==> config.mk <==
export PLATFORM = sky130hd
export DESIGN_NAME = dcache_refill_unit
export DESIGN_NICKNAME = d
export VERILOG_FILES = /design/src/rtl/dcache_refill_unit.sv
export SDC_FILE = /design/constraint.sdc
export NUM_CORES = 1
export LEC_CHECK = 0
export CORE_UTILIZATION = 30
export CTS_BUF_LIST = sky130_fd_sc_hd__clkbuf_2
export DETAILED_ROUTE_END_ITERATION = 7
export SYNTH_ARGS = -nofsm -noshare
export SYNTH_HDL_FRONTEND = slang
export SYNTH_SLANG_ARGS = --single-unit
==> constraint.sdc <==
create_clock -name clk_i -period 3.59 [get_ports clk_i]
set_input_delay 0.359 -clock clk_i [delete_from_list [all_inputs] [get_ports clk_i]]
set_output_delay 0.359 -clock clk_i [all_outputs]
set_load 0.01 [all_outputs]
==> src/rtl/dcache_refill_unit.sv <==
// Data-cache miss handler: accepts one miss at a time from the cache, performs a
// single write-through store or a full in-order line refill over an OBI-style
// memory port, and streams refill words back to the cache as they arrive.
module dcache_refill_unit #(
  parameter int unsigned LINE_WORDS      = 4,
  parameter int unsigned MAX_OUTSTANDING = 2
) (
  input  logic                          clk_i,
  input  logic                          rst_i,
  // Cache-side miss request
  input  logic                          miss_req_i,
  output logic                          miss_ack_o,
  input  logic [31:0]                   miss_addr_i,
  input  logic                          miss_we_i,
  input  logic [31:0]                   miss_wdata_i,
  input  logic [3:0]                    miss_be_i,
  // Refill return and status
  output logic                          fill_valid_o,
  output logic [$clog2(LINE_WORDS)-1:0] fill_idx_o,
  output logic [31:0]                   fill_data_o,
  output logic                          fill_last_o,
  output logic                          wr_done_o,
  output logic                          busy_o,
  output logic                          protocol_err_o,
  // Memory port
  output logic                          mem_req_o,
  output logic                          mem_we_o,
  output logic [31:0]                   mem_addr_o,
  output logic [31:0]                   mem_wdata_o,
  output logic [3:0]                    mem_be_o,
  input  logic                          mem_gnt_i,
  input  logic                          mem_rvalid_i,
  input  logic [31:0]                   mem_rdata_i
);

  localparam int unsigned     IdxW    = $clog2(LINE_WORDS);
  localparam int unsigned     OffW    = IdxW + 2;
  localparam logic [IdxW-1:0] LastIdx = IdxW'(LINE_WORDS - 1);
  localparam logic [2:0]      MaxOut  = 3'(MAX_OUTSTANDING);

  typedef enum logic [1:0] {StIdle, StWrite, StRead, StDrain} state_e;

  state_e          state_q;
  logic [31:2]     addr_q;     // word address (write) or line base (read)
  logic [31:0]     wdata_q;
  logic [3:0]      be_q;
  logic [IdxW-1:0] req_idx_q;  // next word of the line to request
  logic [IdxW-1:0] rsp_idx_q;  // responses received so far
  logic [2:0]      outst_q;    // granted but unanswered requests
  logic            wr_gnt_q;
  logic            wr_done_q;
  logic            err_q;

  logic            gnt_ok;
  logic            rsp_ok;
  logic            stray_evt;
  logic [1:0]      unused_addr_lsb;

  // Byte offset is always cleared on the memory side.
  assign unused_addr_lsb = miss_addr_i[1:0];

  // Memory-port request and payload, decoded from registered state only.
  always_comb begin
    mem_req_o   = 1'b0;
    mem_we_o    = 1'b0;
    mem_addr_o  = '0;
    mem_wdata_o = '0;
    mem_be_o    = '0;
    unique case (state_q)
      StWrite: begin
        mem_req_o   = !wr_gnt_q && (outst_q < MaxOut);
        mem_we_o    = 1'b1;
        mem_addr_o  = {addr_q, 2'b00};
        mem_wdata_o = wdata_q;
        mem_be_o    = be_q;
      end
      StRead: begin
        mem_req_o  = outst_q < MaxOut;
        // Offset spliced in, never added, so the address cannot leave the line.
        mem_addr_o = {addr_q[31:OffW], req_idx_q, 2'b00};
        mem_be_o   = 4'b1111;
      end
      default: ;
    endcase
  end

  assign gnt_ok    = mem_req_o && mem_gnt_i;
  assign rsp_ok    = mem_rvalid_i && (outst_q != 3'd0);
  assign stray_evt = (mem_rvalid_i && (outst_q == 3'd0)) || (mem_gnt_i && !mem_req_o);

  assign miss_ack_o     = miss_req_i && (state_q == StIdle) && !rst_i;
  assign fill_valid_o   = rsp_ok && ((state_q == StRead) || (state_q == StDrain));
  assign fill_idx_o     = rsp_idx_q;
  assign fill_data_o    = fill_valid_o ? mem_rdata_i : 32'h0;
  assign fill_last_o    = fill_valid_o && (rsp_idx_q == LastIdx);
  assign wr_done_o      = wr_done_q;
  assign busy_o         = state_q != StIdle;
  assign protocol_err_o = err_q;

  // Control FSM, credit counter and sticky protocol error.
  always_ff @(posedge clk_i or posedge rst_i) begin
    if (rst_i) begin
      state_q   <= StIdle;
      addr_q    <= '0;
      wdata_q   <= '0;
      be_q      <= '0;
      req_idx_q <= '0;
      rsp_idx_q <= '0;
      outst_q   <= '0;
      wr_gnt_q  <= 1'b0;
      wr_done_q <= 1'b0;
      err_q     <= 1'b0;
    end else begin
      if (stray_evt) err_q <= 1'b1;

      if (gnt_ok && !rsp_ok) begin
        outst_q <= outst_q + 3'd1;
      end else if (!gnt_ok && rsp_ok) begin
        outst_q <= outst_q - 3'd1;
      end

      unique case (state_q)
        StIdle: begin
          if (miss_ack_o) begin
            wdata_q   <= miss_wdata_i;
            be_q      <= miss_be_i;
            req_idx_q <= '0;
            rsp_idx_q <= '0;
            wr_gnt_q  <= 1'b0;
            if (miss_we_i) begin
              addr_q  <= miss_addr_i[31:2];
              state_q <= StWrite;
            end else begin
              addr_q  <= {miss_addr_i[31:OffW], IdxW'(0)};
              state_q <= StRead;
            end
          end
        end
        StWrite: begin
          // wr_done_q holds for exactly one cycle before returning to idle.
          if (wr_done_q) begin
            wr_done_q <= 1'b0;
            state_q   <= StIdle;
          end else begin
            if (gnt_ok) wr_gnt_q <= 1'b1;
            if (rsp_ok) wr_done_q <= 1'b1;
          end
        end
        StRead: begin
          if (rsp_ok) rsp_idx_q <= rsp_idx_q + 1'b1;
          if (gnt_ok) begin
            req_idx_q <= req_idx_q + 1'b1;
            if (req_idx_q == LastIdx) state_q <= StDrain;
          end
        end
        StDrain: begin
          if (rsp_ok) begin
            rsp_idx_q <= rsp_idx_q + 1'b1;
            if (rsp_idx_q == LastIdx) state_q <= StIdle;
          end
        end
      endcase
    end
  end

endmodule

==> flow_results.org, run 1 <==
** Global routing
- The first global-routing pass estimated 16800 um of wire.
- Number of antenna violations at the first check in global routing :: 0
- Entering global routing, the biggest net connects 37 pins.
- In the global route stage, overall resource usage came out at 0.153.
- The number of global-route vias before repair is 3366.
- Aggregate global routing overflow :: 0

** Critical path
- Together, buffers and inverters on the worst path number 3.
- At the worst endpoint, the arrival time is 2.86 ns.
- Path depth of the worst reg2reg path :: 10
- Crit path required time :: 3.23 ns
- Worst flop-to-flop path endpoint :: outst_q[2]
- Kind of capture point of the worst setup path :: output port
- Among all stages on the critical path, the largest delay is contributed by sky130_fd_sc_hd__clkdlybuf4s50_1.
- The worst setup path is launched from a register.
- Slowest Stage Delay on Critical Path :: 0.55 ns
- Cells along the critical path :: inv_1, ha_1, o21a_1, buf_4, and2_1, clkdlybuf4s50_1
- Largest fanout of any net on the critical path :: 29
- Crit Path Class :: reg2out
- In this design, the largest share of critical-path delay is due to buffers and inverters.
- Worst reg2reg setup slack :: 1.23 ns
- Startpoint of the most critical register-to-register path :: state_q[1]

** Power and ir drop
- The worst-case IR drop observed on VDD is 239 uV.
- Power per cell area :: 684 nW/um2
- Pleak :: 2.67 nW

** Clocking
- Clock tree from TritonCTS :: done
- Post-CTS setup buffer count :: 0
- Cts repair resizes :: 0
- Clock tree synthesis inserted a total of 9 buffers.
- Hold repair after CTS inserted 0 buffers.
- For the worst-skew pair, the clock arrives at the later sink with an insertion delay of 0.56 ns.
- Max Buffers Root-to-Sink :: 2
- Clock root cell :: sky130_fd_sc_hd__clkbuf_2
- Clock tree synthesis found a total of 78 sinks.
- H-tree level count :: 3
- After clock tree synthesis, the clock-pin slew on the worst setup and hold paths is 0.23 ns.

** Placement
- Post-DP HPWL :: 7770 um
- During placement, the flow inserted port buffers numbering 211.
- Placer's final routability congestion estimate :: 0.805

** Synthesis
- Number of register bits inferred by synthesis :: 78
- Async set or reset register ratio after synthesis :: 1.00
- The mapped netlist covers 4050 um2.
- Post-synthesis average cell area :: 11.5 um2
- Synthesis produced a netlist whose cell count is 351.
- Sorting the synthesized cells by area gives the leading types as sky130_fd_sc_hd__dfrtp_1 48%, sky130_fd_sc_hd__mux2_2 16%, sky130_fd_sc_hd__and2_1 11%, sky130_fd_sc_hd__and2_4 4.1%, sky130_fd_sc_hd__mux2_1 2.2%.
- Fraction of post-synthesis cell area in the top cell type by area :: 0.482
- In the post-synthesis netlist, the cell with the most instances is sky130_fd_sc_hd__dfrtp_1.
- Yosys mapped a number of flops with a built-in enable equal to 0.
- Number of warnings reported in the yosys synthesis log :: 0
- In this run, distinct cell masters in the synthesized netlist total 39.
- For this run, the register share of the synthesized area comes to 0.482.
- Main flop type after synthesis :: sky130_fd_sc_hd__dfrtp_1
- The largest total area in the synthesized netlist belongs to sky130_fd_sc_hd__dfrtp_1.
- The commonest cells after synthesis are 78 x sky130_fd_sc_hd__dfrtp_1, 74 x sky130_fd_sc_hd__and2_1, 59 x sky130_fd_sc_hd__mux2_2.

** STA
- Setup violations remaining at the end of the flow were counted as 0.
- Hold Vio Cnt, Final :: 0
- Final worst-path cycle share :: 0.898
- For the finished layout, the period the worst path requires is 3.22 ns.
- Across the routed clock network, the largest skew measured is 0.0403 ns.
- In the final timing run, aggregate negative setup slack is 0 ns.
- Tightest Pin Transition :: 0.642 ns
- Setup repair after global routing left no endpoint under its margin.
- The final number of max-transition violations was 0.
- Post-Route Hold Slack :: 0.190 ns
- Max Fclk :: 310 MHz
- In this run the tightest slew margin relative to its limit is 0.571.

** Drt
- Detailed routing inserted a total of 3300 vias.
- Number of iterations in the first detailed-routing pass :: 4
- Using the TritonRoute via totals, the vias-per-cell ratio works out to 4.47.
- The final layout contains routed wiring with a total length of 10300 um.
- Iter 0 DRT Violations :: 102
- Antenna Nets Post-Route :: 0
- Dividing the detail-routed wire length by the instance count gives 14.0 um.
- Number of DRC violations after detailed routing :: 0

** Floorplan
- Die Height :: 118 um
- The region available for standard cell placement spans 13200 um2.
- For this design the top-level I/O count stands at 216.
- Die area :: 14000 um2
- The floorplan step set the die width to 118 um.
- Core Rows :: 42
- Initial Util :: 0.307

** Min path
- Hold crit path type :: in2async

** Cells and area
- Final #Nets :: 672
- From synthesis to final layout, the design area changed by 59.2%.
- Antenna fix cells :: 0
- Of the cells placed in the final design, the portion with a size suffix greater than 1 is 0.190.

** Status
- Status :: completed

** Job
- Max-cap violation count :: 0
==> layout by cell type (no fill, tap or decap), drive strengths merged <==
master and count:
o31a 1, nand2b 1, a222oi 1, dfrtp 78, xnor2 1, clkbuf 11
fa 1, and2 93, nor2b 3, nand4bb 1, o211ai 1, a211oi 1
conb 2, ha 7, buf 6, a22oi 4, inv 12, nand4 1
xor2 2, o21a 5, bufinv 2, o21ai 9, clkinv 4, nor2 11
and3 1, a31oi 1, nand3 2, a21oi 6, clkdlybuf4s50 211, o221ai 1
mux2 67, nor3 2, mux2i 2, nand2 12
==> sequential cells by signal (all words and copies together), names as in the netlist, 2 cells and up <==
signal      cells
wdata_q        32
addr_q         30
be_q            4
outst_q         3
fill_idx_o      2
req_idx_q       2
state_q         2
==> stage by stage <==
| stage | instance area (um2) | worst slack, ns | utilization | instances | power [mW] |
|---|---|---|---|---|---|
| global placement | 6310 | 0.771 | 0.478 | 723 | 3.87 |
| detailed placement | 6310 | 0.749 | 0.478 | 723 | 3.93 |
| floorplan | 4050 | 1.24 | - | 352 | 2.83 |
| global route | 6440 | 0.0809 | 0.488 | 739 | 4.74 |
| finish | 6440 | 0.368 | 0.488 | 739 | 4.40 |
| CTS | 6440 | 0.252 | 0.488 | 739 | 4.48 |
==> final cells by class <==
type                    instances  area [um2]
clock buffers                  11        55.1
clock inverters                 5        73.8
fillers                      1223        6750
inverters                      13        50.0
multi-input cells             239        1930
flip-flops and latches         78        1950
well taps                     176         220
repair buffers                217        2160
==> worst max path at each step <==
stage                           end  slack, ns  cells after the start         start
finish                mem_addr_o[8]       0.37                      6    state_q[1]
global route          mem_addr_o[4]       0.08                      6    state_q[1]
global placement    fill_data_o[23]       0.77                      6  mem_rvalid_i
floorplan                addr_q[10]       1.24                      1         rst_i
detailed placement  fill_data_o[25]       0.75                      6  mem_rvalid_i
CTS                   mem_addr_o[8]       0.25                      6    state_q[1]
==> logic make-up (layout without fill, tap and decap cells) <==
family / count (synthesis) / count (layout) / share of synthesized area
fa+ha+maj: 8 / 8 / 0.0266
other cells: 1 / 2 / 0.000927
compound gates: 30 / 30 / 0.0489
mux: 69 / 69 / 0.191
xor+xnor: 3 / 3 / 0.00649
simple gates: 127 / 127 / 0.200
flops: 78 / 78 / 0.482
buf+inv: 35 / 246 / 0.0430
==> where the power goes <==
| group | internal [mW] | switching (mW) |
|---|---|---|
| logic | 1.38 | 0.973 |
| clock network | 0.232 | 0.301 |
| registers | 1.30 | 0.212 |
==> routing by layer <==
metal,GRT usage,vias up,routed length (um)
li1,-,1575,-
met1,0.175,1579,4240
met2,0.260,130,5070
met3,0.0516,16,836
met4,0.0649,0,188
met5,0,-,0
Power figures use the tool's default switching activity.
==> run 2: changes to the inputs <==
- CTS_CLUSTER_DIAMETER: not set -> 30
==> results of run 2 <==
Final layout, timing and power as in run 1 (identical DEF).
==> run 3: changes to the inputs <==
- CTS_CLUSTER_DIAMETER: 30 -> not set
==> results of run 3 <==
Final layout, timing and power as in run 1 (identical DEF).
